File: config.mk
export PLATFORM = sky130hd
export DESIGN_NAME = filter_sample_sequencer_flat
export DESIGN_NICKNAME = d
export VERILOG_FILES = /design/src/rtl/filter_sample_sequencer_if.sv /design/src/rtl/filter_sample_sequencer.sv /design/src/flat_wrapper.sv
export SDC_FILE = /design/constraint.sdc
export NUM_CORES = 1
export LEC_CHECK = 0
export BUFFER_PORTS_ARGS = -buffer_cell sky130_fd_sc_hd__buf_4
export CAP_MARGIN = 20
export CORE_ASPECT_RATIO = 1.5
export CORE_MARGIN = 5
export CORE_UTILIZATION = 40
export CTS_CLUSTER_SIZE = 28
export DETAILED_ROUTE_END_ITERATION = 8
export GPL_ROUTABILITY_DRIVEN = 0
export PLACE_DENSITY_LB_ADDON = 0.3
export SYNTH_ARGS = -nofsm -noshare
export SYNTH_HDL_FRONTEND = slang
export SYNTH_SLANG_ARGS = --single-unit
File: constraint.sdc
create_clock -name clock -period 2.7 [get_ports clock]
set_clock_uncertainty 0.1 [all_clocks]
set_input_delay 0.135 -clock clock [delete_from_list [all_inputs] [get_ports clock]]
set_output_delay 0.135 -clock clock [all_outputs]
set_load 0.02 [all_outputs]
File: src/rtl/filter_sample_sequencer_if.sv
// Handshake bundle between the sample sequencer and the filter bank.
// filt_ready pulses for one cycle once filt_switch and filt_sample are settled. The first
// filt_done in the wait window returns filt_audio. filt_done outside that window is ignored.
interface filter_sample_sequencer_if;
  logic [1:0] filt_switch;
  logic       filt_ready;
  logic [7:0] filt_sample;
  logic       filt_done;
  logic [7:0] filt_audio;

  modport master (output filt_switch, filt_ready, filt_sample,
                  input  filt_done, filt_audio);
  modport slave  (input  filt_switch, filt_ready, filt_sample,
                  output filt_done, filt_audio);
endinterface

File: src/rtl/filter_sample_sequencer.sv
// Paces ADC samples into the filter bank, captures results for the DAC stage, mutes after a
// filter change and flags missing results (timeout) and samples lost while busy (overrun).
module filter_sample_sequencer #(
  parameter int SAMPLE_DIV     = 2272,
  parameter int TIMEOUT_CYCLES = 64,
  parameter int MUTE_SAMPLES   = 31
) (
  input  logic                             clock,
  input  logic                             reset,
  input  logic [1:0]                       sw_req,
  input  logic                             adc_valid,
  input  logic [7:0]                       adc_sample,
  filter_sample_sequencer_if.master        bank,
  output logic [7:0]                       pcm_out,
  output logic                             pcm_valid,
  output logic                             busy,
  output logic                             timeout_err,
  output logic                             overrun_err,
  output logic [1:0]                       state_dbg
);

  localparam int DIV_W  = (SAMPLE_DIV > 1) ? $clog2(SAMPLE_DIV) : 1;
  localparam int WAIT_W = (TIMEOUT_CYCLES > 1) ? $clog2(TIMEOUT_CYCLES) : 1;
  localparam int MUTE_W = (MUTE_SAMPLES > 0) ? $clog2(MUTE_SAMPLES + 1) : 1;

  localparam logic [DIV_W-1:0]  DIV_LAST  = DIV_W'(SAMPLE_DIV - 1);
  localparam logic [WAIT_W-1:0] WAIT_LAST = WAIT_W'(TIMEOUT_CYCLES - 1);
  localparam logic [MUTE_W-1:0] MUTE_INIT = MUTE_W'(MUTE_SAMPLES);

  typedef enum logic [1:0] {
    ST_IDLE = 2'd0,
    ST_ARM  = 2'd1,
    ST_WAIT = 2'd2
  } state_t;

  state_t            state, next_state;
  logic [1:0]        sw_meta, sw_sync;
  logic [7:0]        adc_hold;
  logic [DIV_W-1:0]  div_cnt;
  logic [WAIT_W-1:0] wait_cnt;
  logic [MUTE_W-1:0] mute_cnt;
  logic              tick;
  logic              latch_sample;
  logic              take_done;
  logic              take_timeout;

  assign tick      = (div_cnt == DIV_LAST);
  assign busy      = (state != ST_IDLE);
  assign state_dbg = state;

  always_ff @(posedge clock or posedge reset) begin
    if (reset) state <= ST_IDLE;
    else       state <= next_state;
  end

  // Done is checked before the timeout so a result on the last allowed cycle is still taken.
  always_comb begin
    next_state   = state;
    latch_sample = 1'b0;
    take_done    = 1'b0;
    take_timeout = 1'b0;
    case (state)
      ST_IDLE: begin
        if (tick) begin
          latch_sample = 1'b1;
          next_state   = ST_ARM;
        end
      end
      ST_ARM: next_state = ST_WAIT;
      ST_WAIT: begin
        if (bank.filt_done) begin
          take_done  = 1'b1;
          next_state = ST_IDLE;
        end else if (wait_cnt == WAIT_LAST) begin
          take_timeout = 1'b1;
          next_state   = ST_IDLE;
        end
      end
      default: next_state = ST_IDLE;
    endcase
  end

  always_ff @(posedge clock or posedge reset) begin
    if (reset) begin
      sw_meta          <= '0;
      sw_sync          <= '0;
      adc_hold         <= '0;
      div_cnt          <= '0;
      wait_cnt         <= '0;
      mute_cnt         <= '0;
      bank.filt_switch <= '0;
      bank.filt_ready  <= 1'b0;
      bank.filt_sample <= '0;
      pcm_out          <= '0;
      pcm_valid        <= 1'b0;
      timeout_err      <= 1'b0;
      overrun_err      <= 1'b0;
    end else begin
      sw_meta <= sw_req;
      sw_sync <= sw_meta;
      if (adc_valid) adc_hold <= adc_sample;
      div_cnt <= tick ? '0 : div_cnt + 1'b1;

      // Registered from ARM so the switch has been stable for a full cycle at the strobe.
      bank.filt_ready <= (state == ST_ARM);
      pcm_valid       <= take_done | take_timeout;

      if (tick && (state != ST_IDLE)) overrun_err <= 1'b1;

      if (latch_sample) begin
        bank.filt_sample <= adc_hold;
        bank.filt_switch <= sw_sync;
        if (sw_sync != bank.filt_switch) mute_cnt <= MUTE_INIT;
      end

      if (state == ST_ARM)       wait_cnt <= '0;
      else if (state == ST_WAIT) wait_cnt <= wait_cnt + 1'b1;

      if (take_done) begin
        pcm_out <= (mute_cnt != '0) ? 8'h00 : bank.filt_audio;
        if (mute_cnt != '0) mute_cnt <= mute_cnt - 1'b1;
      end

      if (take_timeout) begin
        pcm_out     <= 8'h00;
        timeout_err <= 1'b1;
      end
    end
  end

endmodule

File: src/flat_wrapper.sv
// flat-port wrapper written by rule: the top's interface ports become plain ports
module filter_sample_sequencer_flat 
#(
  parameter int SAMPLE_DIV     = 2272,
  parameter int TIMEOUT_CYCLES = 64,
  parameter int MUTE_SAMPLES   = 31
)
  (clock, reset, sw_req, adc_valid, adc_sample, pcm_out, pcm_valid, busy, timeout_err, overrun_err, state_dbg, bank_filt_switch, bank_filt_ready, bank_filt_sample, bank_filt_done, bank_filt_audio);
  filter_sample_sequencer_if bank_i ();
  input  logic clock;
  input  logic reset;
  input  logic [1:0] sw_req;
  input  logic adc_valid;
  input  logic [7:0] adc_sample;
  output logic [7:0] pcm_out;
  output logic pcm_valid;
  output logic busy;
  output logic timeout_err;
  output logic overrun_err;
  output logic [1:0] state_dbg;
  output wire logic [$bits(bank_i.filt_switch)-1:0] bank_filt_switch;
  output wire logic [$bits(bank_i.filt_ready)-1:0] bank_filt_ready;
  output wire logic [$bits(bank_i.filt_sample)-1:0] bank_filt_sample;
  input wire logic [$bits(bank_i.filt_done)-1:0] bank_filt_done;
  input wire logic [$bits(bank_i.filt_audio)-1:0] bank_filt_audio;
  assign bank_filt_switch = bank_i.filt_switch;
  assign bank_filt_ready = bank_i.filt_ready;
  assign bank_filt_sample = bank_i.filt_sample;
  assign bank_i.filt_done = bank_filt_done;
  assign bank_i.filt_audio = bank_filt_audio;
  filter_sample_sequencer #(.SAMPLE_DIV(SAMPLE_DIV), .TIMEOUT_CYCLES(TIMEOUT_CYCLES), .MUTE_SAMPLES(MUTE_SAMPLES)) u_core (.clock(clock), .reset(reset), .sw_req(sw_req), .adc_valid(adc_valid), .adc_sample(adc_sample), .bank(bank_i), .pcm_out(pcm_out), .pcm_valid(pcm_valid), .busy(busy), .timeout_err(timeout_err), .overrun_err(overrun_err), .state_dbg(state_dbg));
endmodule
==> impl_metrics.py, run 1 <==
metrics = {
    "critical_path": {
        "cp_top_family": "simple AND/OR/NAND/NOR gates",
        "cpPeakStageDelay_ns": 0.64,
        "critPathMaxFanout": 12,
        "crit_arrival_ns": 2.24,
        "cp.required_ns": 2.84,
        "cpMaxStageDelayCell": "or4_4",
        "crit_type": "flip-flop to flip-flop",
        "worst-path-buf-inv": 0,
        "r2r-start": "u_core.div_cnt[0]",
        "reg2regPathDepth": 5,
        "r2r-end": "u_core.mute_cnt[1]",
        "worstSetupStartpointType": "flip-flop",
        "cp_cell_sequence": "ha_1 -> nand4_1 -> or4_4 -> o21bai_1 -> a2bb2oi_1",
        "end_kind": "flip-flop",
        "r2r_slack_ns": 0.61,
    },
    "sta": {
        "maxSlewViolCount": 0,
        "setup_viol": 0,
        "worst_slew_pin_slew_ns": 0.640,
        "slew_headroom_pct": 57.0,
        "grt_setup_unrepaired": "no",
        "period_share_pct": 77.4,
        "max_freq_ghz": 0.478,
        "setup_tns_ns": 0,
        "fin_crit_ns": 2.09,
        "hold_viol": 0,
    },
    "layout": {
        "drive_gt1_share_pct": 33.6,
        "final_core_util_pct": 56.0,
        "nNetsFinal": 294,
        "area_growth_pct": 35.0,
        "antenna_cells": 0,
    },
    "logic_synthesis": {
        "syn_nets": 217,
        "yosysSeqAreaShare_pct": 60.6,
        "synthCells": 188,
        "synth_cell_types": 38,
        "async_flop_share_pct": 100,
        "synth_area_um2": 2440,
        "avgSynthCellArea_um2": 13.0,
        "synth_area_leaders": "dfrtp_1 (61%), mux2_2 (9.7%), ha_1 (3.6%)",
        "synth_area_leader_cell": "dfrtp_1",
        "ys_warn_count": 0,
        "synthFlopType": "dfrtp_1",
        "synth_edf_count": 0,
        "yosys_register_bits": 59,
        "yosys.area.top_type_share_pct": 60.6,
    },
    "hold_path": {
        "hold_path_end": "u_core.timeout_err",
        "min_path_type": "input pin to flip-flop",
        "whs_path_depth": 3,
        "holdCritStartpoint": "bank_filt_done",
    },
    "floorplan": {
        "die_h_um": 106,
        "ios": 47,
        "start_util_pct": 41.5,
        "die-area_um2": 7790,
        "core_region_area_um2": 5870,
        "row_count": 34,
        "die_x_um": 73.7,
    },
    "route": {
        "wl_um": 4780,
        "antenna_left": 0,
        "drc": 0,
        "wl_per_cell_um": 14.1,
        "dr.first_iter.drc_count": 74,
        "vias": 1700,
        "viasPerCell": 5.00,
        "drt_first_pass_iters": 4,
    },
    "clock_tree": {
        "cts_buffer_depth": 2,
        "cts_tree": "yes",
        "root_buffer": "clkbuf_8",
        "cts_resized": 0,
        "cts_sinks": 59,
        "clock_latency_ns": 0.32,
        "clk_pin_slew_ns": 0.06,
        "htree_num_levels": 3,
        "cts_buffers": 9,
    },
    "place": {
        "dp_hpwl_um": 3290,
        "port_buffers": 46,
    },
    "global_routing": {
        "grt_pass1_wl_um": 8110,
        "grt_pass1_vias": 1763,
        "track_usage_pct": 13.7,
        "grt_overflow_total": 0,
        "grt_max_degree": 32,
        "antenna_found_initial": 0,
    },
    "pwr": {
        "power.leakage_uw": 0.00161,
        "power_density_nw_per_um2": 564,
        "ir_worst_vdd_mv": 0.352,
    },
    "run": {
        "cap_violations": 0,
    },
    "outcome": {
        "outcome": "complete, no violations",
    },
}
## state kept, by name, indices dropped and copies added, names as in the netlist
name                     flops
u_core.pcm_valid             1
u_core.bank.filt_ready       1
u_core.overrun_err           1
u_core.sw_sync               2
u_core.bank.filt_sample      8
u_core.sw_meta               2
u_core.wait_cnt              6
u_core.div_cnt              12
u_core.mute_cnt              5
u_core.timeout_err           1
u_core.adc_hold              8
u_core.bank.filt_switch      2
u_core.pcm_out               8
u_core.state_dbg             2
## Yosys cell counts (all sizes together), types with 2 or more instances
library cell and count:
dfrtp 59, mux2 21, inv 13, a22o 8, nor2 8, ha 7, nand2 7, xor2 7
nand3 6, xnor2 6, a21oi 5, o21ai 5, nor3 4, o22ai 3, or3 3, a2bb2oi 2
and3 2, clkbuf 2, nand4 2, o21a 2, o31ai 2
## area by class of cell
class	count	area, µm²
repair buffers	69	566
flip-flops and latches	59	1480
clock inverters	2	60.1
fillers	510	2580
clock buffers	12	155
multi-input cells	113	893
inverters	13	48.8
well taps	72	90.1
## per-stage QoR
step,worst slack (ns),total power [µW],area (µm²),hold slack (ns),cells
6_report,0.609,1860,3290,0.0328,340
5_1_grt,0.492,1920,3290,0.0476,340
4_1_cts,0.588,1880,3290,0.0235,340
3_5_place_dp,0.593,985,2880,0.146,307
3_3_place_gp,0.645,983,2880,0.145,307
2_1_floorplan,0.658,949,2440,0.0664,188
## worst max path at each step
stage	start	endpoint	slack (ns)	cells past startpoint
floorplan	u_core.state_dbg[0]	u_core.bank.filt_sample[0]	0.66	6
global placement	u_core.div_cnt[0]	u_core.mute_cnt[3]	0.64	5
detailed placement	u_core.div_cnt[0]	u_core.mute_cnt[1]	0.59	5
CTS	u_core.div_cnt[0]	u_core.mute_cnt[1]	0.59	5
global route	u_core.div_cnt[0]	u_core.mute_cnt[1]	0.49	5
finish	u_core.div_cnt[0]	u_core.mute_cnt[1]	0.61	5
## placed cells by master (no fill, tap or decap), types with 2 or more instances in the layout
| cell type | instances |
|---|---|
| inv_1 | 12 |
| a22o_1 | 8 |
| and3_1 | 2 |
| nand4_1 | 2 |
| nor3_1 | 3 |
| ha_1 | 7 |
| xor2_1 | 7 |
| nand2_1 | 7 |
| a21oi_1 | 5 |
| or3_1 | 2 |
| o21a_1 | 2 |
| o31ai_1 | 2 |
| dlygate4sd3_1 | 19 |
| nor2_1 | 8 |
| dfrtp_1 | 59 |
| xnor2_1 | 6 |
| buf_4 | 50 |
| a2bb2oi_1 | 2 |
| mux2_2 | 21 |
| clkbuf_8 | 11 |
| o21ai_0 | 4 |
| o22ai_1 | 3 |
| nand3_1 | 6 |
| bufinv_16 | 2 |
## where the power goes
part / switching, µW / internal [µW] / total (µW) / leakage (µW)
sequential: 7.27 / 900 / 907 / 0.000751
clock: 306 / 560 / 866 / 0.000109
combinational: 32.1 / 50.5 / 82.6 / 0.000753
## cell families (layout without fill, tap and decap cells)
kind of cell / after synthesis / in the layout / share of synthesized area, %
AOI/OAI and AO/OA: 33 / 33 / 9.80
xor gates and xnor gates: 13 / 13 / 4.67
adders and majority gates: 7 / 7 / 3.59
buffers and inverters: 16 / 96 / 2.77
DFF: 59 / 59 / 60.6
muxes: 21 / 21 / 9.70
and+or+nand+nor: 39 / 39 / 8.88
## worst reg2reg max path: stages, from the launching register on
cell	delay (ns)
dfrtp_1	0.38
ha_1	0.21
nand4_1	0.19
or4_4	0.64
o21bai_1	0.32
a2bb2oi_1	0.18
## metal layers
| metal | global-route usage [%] | wire length (µm) | vias up |
|---|---|---|---|
| met5 | 0 | 0 | - |
| met4 | 10.4 | 178 | 0 |
| met3 | 2.48 | 157 | 13 |
| met2 | 21.6 | 2520 | 36 |
| met1 | 16.1 | 1930 | 835 |
| li1 | - | - | 816 |
## repair_timing
item                      in CTS  in global routing
hold endpoints to repair      47                  0
hold buffers                  19                  0
setup buffers                  0                  0
Note: power is estimated with default switching activity, not from simulation.
==> inputs of run 2 (changes only) <==
Settings changed: ABC_AREA set to 1.
Clock period 2.7 ns to 1.85 ns, I/O delays scaled along.
==> run 2 against run 1 <==
Net effect: combinational power grew 83%; critical path type unchanged; hold slack improved by 0.081 ns; area after synthesis up 8.7%; worst setup slack worse by 0.47 ns; largest power group unchanged; sequential cell count did not move; sequential power rose by 46%; register-to-register slack got worse by 0.47 ns; clock power grew 52%; final cell count is 31% higher.
==> impl_metrics.py, run 2 <==
metrics = {
    "route": {
        "drc": 0,
        "vias": 2073,
        "wl_per_cell_um": 12.4,
        "wl_um": 5500,
        "dr.first_iter.drc_count": 34,
        "antenna_left": 0,
        "drt_first_pass_iters": 4,
        "viasPerCell": 4.66,
    },
    "logic_synthesis": {
        "synth_area_leader_cell": "dfrtp_1",
        "ys_warn_count": 0,
        "yosys_register_bits": 59,
        "yosysSeqAreaShare_pct": 55.7,
        "synthCells": 277,
        "yosys.area.top_type_share_pct": 55.7,
        "synth_edf_count": 0,
        "synth_common_cells": "nand2_1 (73), dfrtp_1 (59), inv_1 (31)",
        "avgSynthCellArea_um2": 9.57,
        "synth_area_leaders": "dfrtp_1 (56%), nand2_1 (10%), inv_1 (4.4%)",
        "synth_area_um2": 2650,
        "async_flop_share_pct": 100,
        "synthFlopType": "dfrtp_1",
        "syn_nets": 306,
        "synth_cell_types": 29,
        "yosys.cell_count.top_type": "nand2_1",
    },
    "critical_path": {
        "r2r_slack_ns": 0.13,
        "crit_type": "flip-flop to flip-flop",
        "r2r-start": "u_core.div_cnt[0]",
        "reg2regPathDepth": 8,
        "r2r-end": "u_core.state_dbg[0]",
        "worstSetupStartpointType": "flip-flop",
        "end_kind": "flip-flop",
        "crit_end": "u_core.state_dbg[0]",
        "critPathMaxFanout": 14,
        "crit_start": "u_core.div_cnt[0]",
        "crit_arrival_ns": 1.84,
        "cp.required_ns": 1.97,
    },
    "run": {
        "cap_violations": 0,
    },
    "place": {
        "port_buffers": 46,
        "placed_area_um2": 3130,
        "dp_hpwl_um": 3880,
        "dpl_worst_slack_ns": 0.131,
    },
    "layout": {
        "mostFrequentLayoutCell": "nand2_1",
        "final_core_util_pct": 56.0,
        "drive_gt1_share_pct": 27.4,
        "nNetsFinal": 393,
        "design_area_um2": 3630,
        "antenna_cells": 0,
        "max_flop_register": "u_core.div_cnt",
        "area_growth_pct": 37.0,
        "layout.cells.most_common_list": "nand2_1 (73), dfrtp_1 (59), buf_4 (52), inv_1 (29), dlygate4sd3_1 (27)",
        "largest_register_ffs": 12,
    },
    "clock_tree": {
        "clock_latency_ns": 0.33,
        "htree_num_levels": 3,
        "cts_buffer_depth": 2,
        "clk_pin_slew_ns": 0.07,
        "cts_tree": "yes",
        "cts_buffers": 9,
        "cts_sinks": 59,
        "cts_setup_buffers": 0,
        "root_buffer": "clkbuf_8",
    },
    "sta": {
        "grt_setup_unrepaired": "no",
        "fin_crit_ns": 1.72,
        "slew_headroom_pct": 73.6,
        "maxSlewViolCount": 0,
        "worst_slew_pin_slew_ns": 0.394,
        "period_share_pct": 92.7,
        "hold_viol": 0,
        "setup_ws_ns": 0.134,
        "max_freq_ghz": 0.583,
        "setup_tns_ns": 0,
        "setup_viol": 0,
    },
    "floorplan": {
        "die-area_um2": 8390,
        "core_region_area_um2": 6490,
        "die_x_um": 76.5,
        "die_h_um": 110,
        "start_util_pct": 40.9,
        "row_count": 36,
        "ios": 47,
    },
    "pwr": {
        "ir_worst_vdd_mv": 0.446,
        "power.leakage_uw": 0.00184,
        "power_density_nw_per_um2": 771,
    },
    "hold_path": {
        "min_path_type": "input pin to flip-flop",
        "holdCritStartpoint": "bank_filt_done",
    },
    "global_routing": {
        "antenna_found_initial": 0,
        "grt_pass1_vias": 2180,
        "grt_overflow_total": 0,
        "track_usage_pct": 14.7,
        "grt_max_degree": 32,
        "grt_pass1_wl_um": 9880,
    },
    "outcome": {
        "outcome": "complete, no violations",
    },
}
-- run 2: logic make-up (layout without fill, tap and decap cells) --
logic type / count (synthesis) / after routing / synth area share, %
xor+xnor: 7 / 7 / 2.31
flops: 59 / 59 / 55.7
mux: 8 / 8 / 3.40
buf+inv: 38 / 129 / 5.76
compound gates: 32 / 32 / 7.70
fa+ha+maj: 7 / 7 / 3.30
simple gates: 126 / 127 / 21.8
-- run 2: worst min path at each step --
stage	end	cells after the start
after floorplan	u_core.sw_meta[0]	0
after global placement	u_core.div_cnt[7]	2
after detailed placement	u_core.div_cnt[7]	2
after CTS	u_core.state_dbg[1]	5
after global routing	u_core.pcm_out[0]	4
final	u_core.state_dbg[1]	5
-- run 2: stage by stage --
| stage | hold WS [ns] | power, µW | cells |
|---|---|---|---|
| after CTS | 0.104 | 2830 | 444 |
| after detailed placement | -0.0429 | 1440 | 401 |
| final | 0.113 | 2800 | 445 |
| after global routing | 0.137 | 2910 | 445 |
| after floorplan | 0.0239 | 1390 | 277 |
| after global placement | -0.0429 | 1440 | 401 |
-- run 2: worst max-delay path, cell delays in order, from the launching register on --
cell	delay [ns]
dfrtp_1	0.37
ha_1	0.21
nand2_2	0.09
nor2_4	0.15
nand4_4	0.27
nand2_1	0.20
nand2_1	0.08
nand2_1	0.07
nand2_1	0.05
-- run 2: cell type report --
| type | count | area, µm² |
|---|---|---|
| tap | 76 | 95.1 |
| clock buffer | 12 | 155 |
| timing repair buffer | 80 | 681 |
| sequential | 59 | 1480 |
| fill | 594 | 2860 |
| clock inverter | 4 | 72.6 |
| inverter | 33 | 124 |
| multi-input combinational | 181 | 1030 |
-- run 2: repair_timing --
item                                   4_1_cts  5_1_grt
gates resized for setup                      0        1
setup endpoints to repair                    0        7
hold buffers                                27        0
endpoints found under the hold margin       77        0
-- run 2: report_power, final --
group | leakage [µW] | switching (µW) | internal (µW)
Combinational | 0.000971 | 52.3 | 98.3
Clock | 0.000113 | 495 | 830
Sequential | 0.000756 | 12.0 | 1310
-- run 2: layer usage --
layer / GRT usage [%] / routed length [µm]
met5: 0 / 0
met4: 6.00 / 106
met3: 4.34 / 230
met2: 25.5 / 2890
met1: 16.8 / 2280
